<file path="config.mk">
export PLATFORM = sky130hd
export DESIGN_NAME = fft_frame_collector_flat
export DESIGN_NICKNAME = d
export VERILOG_FILES = /design/src/rtl/fft_pkg.sv /design/src/rtl/fft_frame_collector_if.sv /design/src/rtl/fft_frame_bank.sv /design/src/rtl/fft_frame_collector.sv /design/src/flat_wrapper.sv
export SDC_FILE = /design/constraint.sdc
export NUM_CORES = 1
export LEC_CHECK = 0
export BUFFER_PORTS_ARGS = -buffer_cell sky130_fd_sc_hd__buf_2
export CAP_MARGIN = 20
export CORE_AREA = 4 4 186 188
export CTS_BUF_LIST = sky130_fd_sc_hd__clkbuf_2 sky130_fd_sc_hd__clkbuf_4 sky130_fd_sc_hd__clkbuf_8
export CTS_CLUSTER_SIZE = 24
export DETAILED_ROUTE_END_ITERATION = 7
export DIE_AREA = 0 0 190 192
export PLACE_DENSITY = 0.51
export SYNTH_ARGS = -nofsm -noshare
export SYNTH_HDL_FRONTEND = slang
export SYNTH_SLANG_ARGS = --single-unit
</file>
<file path="constraint.sdc">
create_clock -name clk -period 6.7 [get_ports clk]
set_input_delay 1.005 -clock clk [delete_from_list [all_inputs] [get_ports clk]]
set_output_delay 1.005 -clock clk [all_outputs]
set_load 0.01 [all_outputs]
</file>
<file path="src/rtl/fft_pkg.sv">
// Shared FFT datapath constants and sample type.
// Used by the frame collector, scrambler and butterfly stages.
package fft_pkg;

    localparam int FFT_SAMPLES = 8;
    localparam int FFT_WIDTH   = 16;

    typedef logic [FFT_WIDTH-1:0] fft_sample_t;

    // Bit-reverse the low 'bits' bits of idx (scrambler ordering).
    function automatic int unsigned fft_bitrev(
        input int unsigned idx,
        input int unsigned bits
    );
        int unsigned r;
        r = 0;
        for (int unsigned b = 0; b < bits; b++) begin
            r = (r << 1) | ((idx >> b) & 1);
        end
        return r;
    endfunction

endpackage

</file>
<file path="src/rtl/fft_frame_collector_if.sv">
// Sample-in / frame-out bundle of the FFT frame collector.
// master = producer+consumer side, slave = collector side.
interface fft_frame_collector_if
    import fft_pkg::*;
#(
    parameter int SAMPLES = FFT_SAMPLES,
    parameter int WIDTH   = FFT_WIDTH
);
    localparam int IDXW = $clog2(SAMPLES);

    logic             in_valid;
    logic             in_ready;
    logic [WIDTH-1:0] in_data;
    logic             flush;
    logic             frame_valid;
    logic             frame_ready;
    logic [WIDTH-1:0] frame_out [SAMPLES];
    logic [IDXW-1:0]  fill_idx;

    modport master (
        output in_valid, in_data, flush, frame_ready,
        input  in_ready, frame_valid, frame_out, fill_idx
    );

    modport slave (
        input  in_valid, in_data, flush, frame_ready,
        output in_ready, frame_valid, frame_out, fill_idx
    );

endinterface

</file>
<file path="src/rtl/fft_frame_bank.sv">
// One SAMPLES x WIDTH frame register bank.
// Ports: clk, we_i/idx_i/data_i indexed write, data_o full parallel read.
module fft_frame_bank
    import fft_pkg::*;
#(
    parameter int SAMPLES = FFT_SAMPLES,
    parameter int WIDTH   = FFT_WIDTH,
    localparam int IDXW   = $clog2(SAMPLES)
) (
    input  logic             clk,
    input  logic             we_i,
    input  logic [IDXW-1:0]  idx_i,
    input  logic [WIDTH-1:0] data_i,
    output logic [WIDTH-1:0] data_o [SAMPLES]
);

    // Data is never reset; bank_full in the top qualifies it.
    logic [WIDTH-1:0] mem_q [SAMPLES];

    always_ff @(posedge clk) begin
        if (we_i) begin
            mem_q[idx_i] <= data_i;
        end
    end

    assign data_o = mem_q;

endmodule

</file>
<file path="src/rtl/fft_frame_collector.sv">
// Ping-pong streaming-to-frame buffer feeding the FFT scrambler.
// Ports: clk, rst_n (async active-low), bus (slave: samples in, frames out).
module fft_frame_collector
    import fft_pkg::*;
#(
    parameter int SAMPLES = FFT_SAMPLES,
    parameter int WIDTH   = FFT_WIDTH
) (
    input  logic                  clk,
    input  logic                  rst_n,
    fft_frame_collector_if.slave  bus
);

    localparam int IDXW = $clog2(SAMPLES);
    localparam logic [IDXW-1:0] LAST = IDXW'(SAMPLES - 1);

    logic            wr_bank_q, wr_bank_d;
    logic            rd_bank_q, rd_bank_d;
    logic [IDXW-1:0] wr_idx_q,  wr_idx_d;
    logic [1:0]      full_q,    full_d;

    logic             accept;
    logic             release_f;
    logic [1:0]       we;
    logic [WIDTH-1:0] bank_rd [2][SAMPLES];

    assign bus.in_ready    = !full_q[wr_bank_q] && !bus.flush;
    assign bus.frame_valid = full_q[rd_bank_q];
    assign bus.fill_idx    = wr_idx_q;

    assign accept    = bus.in_valid && bus.in_ready;
    assign release_f = full_q[rd_bank_q] && bus.frame_ready;

    assign we[0] = accept && !wr_bank_q;
    assign we[1] = accept &&  wr_bank_q;

    for (genvar b = 0; b < 2; b++) begin : g_bank
        fft_frame_bank #(
            .SAMPLES (SAMPLES),
            .WIDTH   (WIDTH)
        ) u_bank (
            .clk    (clk),
            .we_i   (we[b]),
            .idx_i  (wr_idx_q),
            .data_i (bus.in_data),
            .data_o (bank_rd[b])
        );
    end

    always_comb begin
        for (int i = 0; i < SAMPLES; i++) begin
            bus.frame_out[i] = bank_rd[rd_bank_q][i];
        end
    end

    // Completion and release never hit the same bank: the
    // filling bank is by construction not full.
    always_comb begin
        wr_bank_d = wr_bank_q;
        rd_bank_d = rd_bank_q;
        wr_idx_d  = wr_idx_q;
        full_d    = full_q;
        if (bus.flush) begin
            wr_idx_d = '0;
        end else if (accept) begin
            if (wr_idx_q == LAST) begin
                full_d[wr_bank_q] = 1'b1;
                wr_bank_d         = !wr_bank_q;
                wr_idx_d          = '0;
            end else begin
                wr_idx_d = wr_idx_q + IDXW'(1);
            end
        end
        if (release_f) begin
            full_d[rd_bank_q] = 1'b0;
            rd_bank_d         = !rd_bank_q;
        end
    end

    always_ff @(posedge clk or negedge rst_n) begin
        if (!rst_n) begin
            wr_bank_q <= 1'b0;
            rd_bank_q <= 1'b0;
            wr_idx_q  <= '0;
            full_q    <= 2'b00;
        end else begin
            wr_bank_q <= wr_bank_d;
            rd_bank_q <= rd_bank_d;
            wr_idx_q  <= wr_idx_d;
            full_q    <= full_d;
        end
    end

endmodule

</file>
<file path="src/flat_wrapper.sv">
// flat-port wrapper written by rule: the top's interface ports become plain ports
module fft_frame_collector_flat import fft_pkg::*;
#(
    parameter int SAMPLES = FFT_SAMPLES,
    parameter int WIDTH   = FFT_WIDTH
)
  (clk, rst_n, bus_in_valid, bus_in_data, bus_flush, bus_frame_ready, bus_in_ready, bus_frame_valid, bus_frame_out, bus_fill_idx);
  fft_frame_collector_if #(.SAMPLES(SAMPLES), .WIDTH(WIDTH)) bus_i ();
  input  logic clk;
  input  logic rst_n;
  input wire logic [$bits(bus_i.in_valid)-1:0] bus_in_valid;
  input wire logic [$bits(bus_i.in_data)-1:0] bus_in_data;
  input wire logic [$bits(bus_i.flush)-1:0] bus_flush;
  input wire logic [$bits(bus_i.frame_ready)-1:0] bus_frame_ready;
  output wire logic [$bits(bus_i.in_ready)-1:0] bus_in_ready;
  output wire logic [$bits(bus_i.frame_valid)-1:0] bus_frame_valid;
  output wire logic [$bits(bus_i.frame_out)-1:0] bus_frame_out;
  output wire logic [$bits(bus_i.fill_idx)-1:0] bus_fill_idx;
  assign bus_i.in_valid = bus_in_valid;
  assign bus_i.in_data = bus_in_data;
  assign bus_i.flush = bus_flush;
  assign bus_i.frame_ready = bus_frame_ready;
  assign bus_in_ready = bus_i.in_ready;
  assign bus_frame_valid = bus_i.frame_valid;
  assign bus_frame_out = {>>{bus_i.frame_out}};
  assign bus_fill_idx = bus_i.fill_idx;
  fft_frame_collector #(.SAMPLES(SAMPLES), .WIDTH(WIDTH)) u_core (.clk(clk), .rst_n(rst_n), .bus(bus_i));
endmodule
</file>
==> out/metrics.csv <==
stage,metric,value,unit
cells_and_area,layout cell share with drive strength beyond 1,0.356,
global_routing,first-pass GRT wire length,33600,µm
global_routing,Global Route Usage Sum,0.126,
detailed_routing,via count,4930,
setup_path,Critical Path Fanout Max,72,
timing,Final Hold Violating Endpoints,0,
timing,Setup TNS Final,0,ns
floorplanning,die width,190,µm
timing,Slew HR,0.313,
setup_path,"slowest stage cell, crit path",dfrtp_4,
power_and_ir_drop,Gate power share,0.027,
detailed_routing,Pre-antenna DRT Iters,4,
cells_and_area,storage element area,7870,µm²
logic_synthesis,cells after synthesis,463,
run,Maximum Capacitance Violations,0,
global_routing,Congestion Overflow GR,0,
cells_and_area,"most common cell after layout, fill and taps aside",edfxtp_1,
setup_path,CP Class,reg -> out,
global_routing,initial antenna violation count,4,
timing,worst clock skew,0.0122,ns
timing,hold slack final,0.296,ns
logic_synthesis,Syn Std Cell Area,9750,µm²
setup_path,Arrival @ worst endpoint,3.03,ns
setup_path,Reg2Reg Launch Point,u_core.wr_bank_q$_DFFE_PN0P_,
cts,post-CTS setup buffers,0,
logic_synthesis,Synth cell types,29,
cells_and_area,number of fill cells,3105,
power_and_ir_drop,Leakage Power,4.15,nW
cells_and_area,Final Util,0.362,
power_and_ir_drop,Worst VDD drop,0.136,mV
cts,CTS buffer count,45,
detailed_routing,Post-DRT Antenna Nets,0,
cts,H-tree depth,2,
power_and_ir_drop,share of power burned in registers,0.563,
setup_path,Worst setup EP type,output port,
cts,hold buffers post-CTS,0,
logic_synthesis,commonest register cell after synthesis,edfxtp_1,
cells_and_area,area of the multi-input gates,1830,µm²
power_and_ir_drop,Clock power frac,0.410,
cells_and_area,Area Overhead vs Synth,22.8,%
timing,Tmin final,4.03,ns
logic_synthesis,"Warnings, synthesis",0,
detailed_routing,metal1 wirelength,10200,µm
setup_path,Stages on worst setup path,3,
timing,final setup vio count,0,
cts,"Reg clk slew, reported paths",0.06,ns
worst_hold_path,hold crit path type,in -> async,
global_routing,largest net degree at the start of global routing,73,
floorplanning,Initial Util,0.295,
detailed_routing,WL final,23600,µm
detailed_routing,initial drt markers,232,
setup_path,CP cell instances,"buf_4, mux2_1, buf_2",
detailed_routing,Via density,4.33,
floorplanning,Chip Height,192,µm
setup_path,CP max stage delay,1.05,ns
setup_path,Buf/Inv on CP,2,
timing,Final period util,0.602,
detailed_routing,WL/cell,20.8,µm
setup_path,worst reg2reg path depth,4,
cts,Clock Sinks,263,
placement,HPWL Detailed,14500,µm
placement,port bufs,153,
global_routing,vias in the first global route,5328,
floorplanning,core area,33100,µm²
placement,RD Place Congestion,0.695,
timing,total count of max-transition violations in the final report,0,
cells_and_area,"commonest cells after routing, fill and taps aside","256 x edfxtp_1, 153 x buf_2, 129 x mux2_1, 47 x clkbuf_8, 17 x buf_4",
timing,fmax,248,MHz
run_status,status,"finished, final reports clean",
power_and_ir_drop,Sw Share,0.205,
cts,Clock Latency Late Sink,0.54,ns
logic_synthesis,syn nets,486,
floorplanning,row cnt,67,
logic_synthesis,register area share after synthesis,0.806,
power_and_ir_drop,Int Pwr,2.58,mW
setup_path,CP startpoint kind,flip-flop,
logic_synthesis,"Async S/R FF share, synth",0.0266,
detailed_routing,Post-route DRC,0,
cts,post-cts sizing count,0,
detailed_routing,routed wl met2,11400,µm
cts,Clock Path Buffers,3,
placement,DP Cell Count,1063,
cells_and_area,Nets,685,
timing,RSZ-0062 raised after global routing,false,
floorplanning,Ports,154,
logic_synthesis,number of synthesized register bits,263,
floorplanning,die area,36500,µm²
setup_path,"setup slack, reg-to-reg",4.78,ns
logic_synthesis,number of flops mapped to enable cells by yosys,256,
detailed_routing,top layer in use,met5,
logic_synthesis,syn avg cell area,21.1,µm²
power_and_ir_drop,sw power,0.663,mW
cts,CTS Root Buffer Type,clkbuf_8,
timing,Least-Margin Pin Slew,1.03,ns
cells_and_area,final std cells w/o fill,1138,
detailed_routing,WL met3,1570,µm
cts,CTS tree,yes,
power_and_ir_drop,PD cells,270,nW/µm²
setup_path,CP top delay family,flip-flops,
setup_path,CP required,5.69,ns
setup_path,RR Endpoint,u_core.g_bank[0].u_bank.data_o[110]$_DFFE_PP_,
## power by group through the flow
| stage | clock, mW | combinational (mW) | sequential, mW |
|---|---|---|---|
| 6_report | 1.33 | 0.0864 | 1.83 |
| 3_5_place_dp | 0 | 0.0901 | 1.86 |
| 5_1_grt | 1.45 | 0.0950 | 1.82 |
| 2_1_floorplan | 0 | 0.0291 | 1.85 |
| 4_1_cts | 1.38 | 0.0904 | 1.82 |
| 3_3_place_gp | 0 | 0.0875 | 1.86 |
## cells by family (layout without fill, tap and decap cells)
family,count (synthesis),count (layout),share of synthesized area
AND/OR/NAND/NOR,38,38,0.0228
other,0,4,0
buffers and inverters,20,243,0.0104
adder cells (fa/ha/maj),2,2,0.00257
AO/OA/AOI/OAI,9,9,0.00693
multiplexers,131,131,0.151
flip-flops,263,263,0.806
## state kept, by name, summed over array words and instances, names as in the netlist
register                     flops
u_core.wr_bank_q                 1
u_core.bus.fill_idx              3
u_core.full_q                    2
u_core.g_bank.u_bank.data_o    256
u_core.rd_bank_q                 1
## per-stage QoR
stage          setup WS (ns)  area, µm²  power (mW)
4_1_cts                 2.48      12000        3.29
3_5_place_dp            3.08      11200        1.95
2_1_floorplan           3.34       9750        1.88
6_report                2.67      12000        3.24
5_1_grt                 2.42      12000        3.37
3_3_place_gp            3.15      11200        1.95
## cell type report
class,instances,share of cell area
inverter,2,0.000627
antenna,4,0.000836
tap,448,0.0468
multi-input combinational,180,0.153
clock buffer,58,0.0609
sequential,263,0.657
timing repair buffer,170,0.0746
clock inverter,13,0.00658
## Yosys cell counts (3+ instances only)
| cell type | n | area share |
|---|---|---|
| edfxtp_1 | 256 | 0.79 |
| nand2_1 | 11 | 0.0042 |
| nor3_2 | 3 | 0.0031 |
| o211ai_1 | 3 | 0.0023 |
| mux2_1 | 129 | 0.15 |
| nand2b_1 | 3 | 0.0019 |
| nor2_1 | 7 | 0.0027 |
| buf_2 | 15 | 0.0077 |
| a22o_1 | 3 | 0.0027 |
| dfrtp_1 | 7 | 0.018 |
| nor3_1 | 5 | 0.0026 |
## worst register-to-register path: stages (launching register included)
cell and delay [ns]:
dfrtp_1 0.46, nor4b_2 0.50, nand2_1 0.18, nor3_2 0.13
buf_4 0.30
## per-layer routing
layer	GRT usage	vias up
met5	0	-
met4	0.0378	6
met3	0.0409	42
met2	0.207	136
met1	0.161	2513
li1	-	2233
## how the worst max path moves through the flow
stage | end | slack, ns | from
CTS | bus_frame_out[2] | 2.48 | u_core.rd_bank_q$_DFFE_PN0N_
global route | bus_frame_out[114] | 2.42 | u_core.rd_bank_q$_DFFE_PN0N_
floorplan | u_core.g_bank[1].u_bank.data_o[112]$_DFFE_PP_ | 3.34 | bus_flush
global placement | bus_frame_out[97] | 3.15 | u_core.rd_bank_q$_DFFE_PN0N_
finish | bus_frame_out[11] | 2.67 | u_core.rd_bank_q$_DFFE_PN0N_
detailed placement | bus_frame_out[2] | 3.08 | u_core.rd_bank_q$_DFFE_PN0N_
Power figures use the tool's default switching activity.
